--- config.mk ---
export PLATFORM = sky130hd
export DESIGN_NAME = stream_packer
export DESIGN_NICKNAME = d
export VERILOG_FILES = /design/src/rtl/stream_packer_pkg.sv /design/src/rtl/stream_packer.sv
export SDC_FILE = /design/constraint.sdc
export NUM_CORES = 1
export LEC_CHECK = 0
export ABC_AREA = 1
export CAP_MARGIN = 0
export CORE_AREA = 2 2 107 109
export CTS_CLUSTER_SIZE = 20
export DETAILED_ROUTE_END_ITERATION = 16
export DIE_AREA = 0 0 109 111
export PLACE_DENSITY = 0.5
export SYNTH_ARGS = -nofsm -noshare
export SYNTH_HDL_FRONTEND = slang
export SYNTH_SLANG_ARGS = --single-unit
--- constraint.sdc ---
create_clock -name clk -period 2.9 [get_ports clk]
set_input_delay 0.29 -clock clk [delete_from_list [all_inputs] [get_ports clk]]
set_output_delay 0.29 -clock clk [all_outputs]
set_load 0.05 [all_outputs]
--- src/rtl/stream_packer_pkg.sv ---
// Shared constants for the stream packer.
// Latency: n/a (declarations only).
// Backpressure: n/a (declarations only).
//
// Only default parameter values live here; the beat and counter widths are
// derived locally inside stream_packer from its own parameters.
package stream_packer_pkg;

  // Default width of one upstream word in bits.
  localparam int SP_DEF_W     = 8;

  // Default number of upstream words gathered into one downstream beat.
  localparam int SP_DEF_RATIO = 4;

endpackage

--- src/rtl/stream_packer.sv ---
// Packs RATIO narrow words into one wide beat, closing early on frame end.
// Latency: one cycle from the completing word accept to output_valid.
// Backpressure: input_ready = ~output_valid | output_ready; a held beat stalls input.
//
// Ports:
//   clk, rst_n                   single clock, asynchronous active-low reset
//   input_valid/_ready           upstream handshake (sits behind the team fifo)
//   input_payload, input_last    offered word and its end-of-frame marker
//   output_valid/_ready          downstream handshake
//   output_payload               beat, lane k at bits [k*W +: W], unused lanes zero
//   output_keep, output_last     valid-lane mask and end-of-frame marker of the beat
module stream_packer
  import stream_packer_pkg::*;
#(
  parameter int W     = SP_DEF_W,
  parameter int RATIO = SP_DEF_RATIO
) (
  input  logic                 clk,
  input  logic                 rst_n,
  input  logic                 input_valid,
  input  logic [W-1:0]         input_payload,
  input  logic                 input_last,
  output logic                 input_ready,
  output logic                 output_valid,
  output logic [W*RATIO-1:0]   output_payload,
  output logic [RATIO-1:0]     output_keep,
  output logic                 output_last,
  input  logic                 output_ready
);

  localparam int BW = W * RATIO;
  localparam int CW = $clog2(RATIO);

  // Accumulator for the partially filled beat.
  logic [RATIO-1:0][W-1:0] acc_dat;
  logic [RATIO-1:0]        acc_keep;
  logic [CW-1:0]           fill;

  // Output register.
  logic                    out_vld;
  logic [RATIO-1:0][W-1:0] out_dat;
  logic [RATIO-1:0]        out_keep;
  logic                    out_last;

  logic                    accept;
  logic                    complete;
  logic [RATIO-1:0][W-1:0] beat_dat;
  logic [RATIO-1:0]        beat_keep;

  // Ready depends only on the output register state and the consumer, never
  // on the offered word, so the upstream fifo sees no combinational loop.
  assign input_ready = ~out_vld | output_ready;
  assign accept      = input_valid & input_ready;

  // A beat closes when the last lane is filled or the frame ends early.
  assign complete    = accept & ((fill == CW'(RATIO - 1)) | input_last);

  // Beat image for a completing accept: stored lanes below fill, the new
  // word at fill, zeros above so short beats never leak stale data.
  always_comb begin
    beat_dat = '0;
    for (int k = 0; k < RATIO; k++) begin
      if (k < int'(fill)) begin
        beat_dat[k] = acc_dat[k];
      end else if (k == int'(fill)) begin
        beat_dat[k] = input_payload;
      end
    end
  end

  // acc_keep already holds lanes 0..fill-1; adding the new lane yields
  // the contiguous mask (2 << fill) - 1.
  assign beat_keep = acc_keep | (RATIO'(1) << fill);

  always_ff @(posedge clk or negedge rst_n) begin
    if (!rst_n) begin
      acc_dat  <= '0;
      acc_keep <= '0;
      fill     <= '0;
      out_vld  <= 1'b0;
      out_dat  <= '0;
      out_keep <= '0;
      out_last <= 1'b0;
    end else begin
      if (complete) begin
        // Loading a new beat also covers a same-cycle consume, so a
        // back-to-back stream keeps out_vld high without a bubble.
        out_vld  <= 1'b1;
        out_dat  <= beat_dat;
        out_keep <= beat_keep;
        out_last <= input_last;
        acc_dat  <= '0;
        acc_keep <= '0;
        fill     <= '0;
      end else begin
        if (accept) begin
          acc_dat[fill]  <= input_payload;
          acc_keep[fill] <= 1'b1;
          fill           <= fill + 1'b1;
        end
        if (out_vld && output_ready) begin
          out_vld <= 1'b0;
        end
      end
    end
  end

  assign output_valid   = out_vld;
  assign output_payload = BW'(out_dat);
  assign output_keep    = out_keep;
  assign output_last    = out_last;

endmodule

==> qor.csv <==
stage,metric,value,unit
run_status,outcome,completed,
critical_path,Worst R2R Start,fill[1],
detailed_routing,via count,2611,
run,Max Cap Viol,0,
critical_path,Slowest Stage Delay on Critical Path,700,ps
synth,top cell type's share of synthesized area,53.38,%
critical_path,CP max-delay cell,dfrtp_1,
cts,latest clock arrival within the worst-skew pair,330,ps
synth,YS warnings,0,
detailed_routing,DRT iter0 DRCs,80,
pwr,Leakage,2.146,nW
synth,mux contribution to synthesized area,0,%
critical_path,crit-path cells,ha_1 > inv_1 > nand2_2 > nand3_2 > buf_4 > nand3_1 > nand2_1,
critical_path,required time of the critical path,3110,ps
detailed_routing,final WL,7.919,mm
synth,Post-Syn Area,3188,um2
cts,H-tree Lvls,3,
cts,TritonCTS clock tree,built,
floorplan,I/O pin cnt,52,
synth,largest family of logic cells by synthesized area,simple AND/OR/NAND/NOR gates,
synth,Synth Area in Compound Gates,6.593,%
critical_path,worst-path fanout max,29,
floorplan,# rows,39,
cts,post-CTS setup buffer count,0,
floorplan,die area,12100,um2
grt,grt total ovfl,0,
sta,final hold vios,0,
cts,CTS Hold Buffers Added,0,
synth,top area cells in the synthesized netlist,"dfrtp_1, nand2_1, o21ai_0",
sta,total negative setup slack,0,ps
sta,Final WS setup,678.0,ps
pwr,maximum VDD drop,0.0003349,V
floorplan,DIE WIDTH,109,um
layout,Nets,465,
critical_path,Worst R2R End,acc_dat[8],
detailed_routing,ANT nets after route,0,
sta,Tcrit/Tclk final,76.62,%
grt,first-pass GRT wire length,13.49,mm
critical_path,Crit Path Category,flop to flop,
sta,fin crit period,2222,ps
synth,cells after synthesis,402,
layout,antenna diode instance count,0,
place,DP HPWL,5.089,mm
synth,post-synthesis cell type count,17,
synth,commonest register cell after synthesis,dfrtp_1,
grt,largest net degree at the start of global routing,39,
cts,CTS sink count,68,
place,gp weighted congestion,0.7467,
detailed_routing,drt pass-1 iters,4,
synth,syn_area_per_cell,7.930,um2
layout,share of layout cells above drive strength 1,5.973,%
layout,Area Growth Syn to Fin,27.71,%
synth,Async SR Flop Fraction,100.0,%
sta,"Slew Viols, Final",0,
sta,max_slew headroom,49.82,%
critical_path,Worst Setup SP,fill[1],
place,buffers added on ports,51,
synth,Synth area leader,dfrtp_1,
floorplan,core box area,11080,um2
synth,top-count cell post-synth,nand2_1,
synth,Post-synth EDFFs,0,
layout,# fillers,1135,
sta,final setup fails,0,
place,Place WS,674.7,ps
synth,Synth Area in XOR/XNOR,0,%
synth,"flops & latches, synth",68,
min_path,Hold Crit Class,primary input to asynchronous set/reset pin,
pwr,PD cells,896.8,nW/um2
critical_path,Reg2Reg Depth,7,
critical_path,crit start category,flop,
detailed_routing,vias per cell,4.388,
cts,cts repair resizes,0,
sta,Layout Skew,2.999,ps
grt,initial antenna violation count,0,
sta,FMAX,0.4501,GHz
floorplan,Die Y,111,um
critical_path,"Arr. time, crit path",2430,ps
floorplan,starting density of the core,28.78,%
critical_path,FF-to-FF setup slack,680,ps
synth,Synth Area in Simple Gates,28.61,%
cts,"Clk pin slew, worst setup/hold paths",60,ps
sta,worst slew pin tran,752.7,ps
critical_path,Critical Path End Type,flop,
synth,syn_nets,420,
detailed_routing,Residual DRC,0,
sta,RSZ-0062 raised after global routing,false,
layout,fin area,4071,um2
synth,Adder-Cell Fraction of Synth Area,1.962,%
grt,vias in the first global route,2690,
synth,"Seq/Total Area, Yosys",53.38,%
place,"Cell Area, Placed",3767,um2
cts,Num CTS Buffers,9,
detailed_routing,routed len/inst,13.31,um
synth,most frequent cells after synthesis,"nand2_1, dfrtp_1, inv_1, o21ai_0, nand3_1",
grt,Total GRT Usage,14.47,%
cts,Clock Tree Buf Depth,2,
cts,Root Buffer,clkbuf_16,
-- worst max path at each step --
stage                     slack [ps]            endpoint  depth (start not counted)
after global routing             390  output_payload[26]                          7
after detailed placement         670  output_payload[31]                          7
after CTS                        650          acc_dat[8]                          7
after floorplan                 1310         acc_dat[10]                          8
after global placement           710          acc_dat[9]                          7
final                            680          acc_dat[8]                          7
-- kinds of logic after synthesis --
family                   after synthesis
adder cells (fa/ha/maj)                5
AND/OR/NAND/NOR                      225
buffers and inverters                 62
AO/OA/AOI/OAI                         42
flip-flops                            68
-- layout by cell type (no fill, tap or decap) --
cell             instances
clkinv_2                 2
buf_4                    3
nand3_2                  1
nor2_4                   2
clkbuf_8                 2
buf_12                   1
clkinvlp_4               1
inv_2                    1
o21ai_0                 37
nand2_2                  2
clkdlybuf4s50_1         50
a21oi_1                  5
nor2_1                   6
nand2_1                186
buf_2                    1
inv_1                   40
ha_1                     5
nand3_1                 27
clkbuf_16                9
nand2_4                  1
dfrtp_1                 68
bufinv_16                1
clkbuf_1                 1
-- report_power, final --
part	internal, mW	leakage [nW]	switching (mW)
combinational	0.392	1.09	0.863
clock	0.710	0.149	0.405
sequential	1.15	0.912	0.132
-- layer usage --
metal / track usage, % / share of wire (%) / vias to the layer above
met2: 21.90 / 46 / 59
met3: 2.881 / 5.2 / 15
met4: 5.641 / 1.9 / 0
met5: 0 / 0 / -
li1: - / - / 1322
met1: 20.22 / 47 / 1215
-- stage by stage --
stage | util (%) | total power, mW | cells | hold WS (ps)
CTS | 36.76 | 3.694 | 595 | 57.02
finish | 36.76 | 3.651 | 595 | 27.75
floorplan | - | 2.154 | 402 | -5.591
global placement | 34.01 | 2.555 | 579 | 395.8
detailed placement | 34.01 | 2.566 | 579 | 401.5
global route | 36.76 | 3.857 | 595 | 87.53
-- sequential cells by signal, indices dropped and copies added, names as in the netlist --
name            cells
acc_dat            24
output_keep         4
output_payload     32
acc_keep            4
fill                2
output_valid        1
output_last         1
-- worst max-delay path, delay by kind of cell, from the launching register on --
| family | cells | cell delay, ps |
|---|---|---|
| flip-flops | 1 | 700 |
| AND/OR/NAND/NOR | 4 | 650 |
| buffers and inverters | 2 | 450 |
| adder cells (fa/ha/maj) | 1 | 270 |
-- cell type report --
type                       count  area (um2)  share of cell area, %
sequential                    68        1702                  41.79
clock buffer                  12       256.5                  6.300
inverter                      41       153.9                  3.780
timing repair buffer          55       548.0                  13.46
tap                          143       178.9                  4.395
multi-input combinational    272        1185                  29.10
clock inverter                 4       47.55                  1.168
Note: power is estimated with default switching activity, not from simulation.
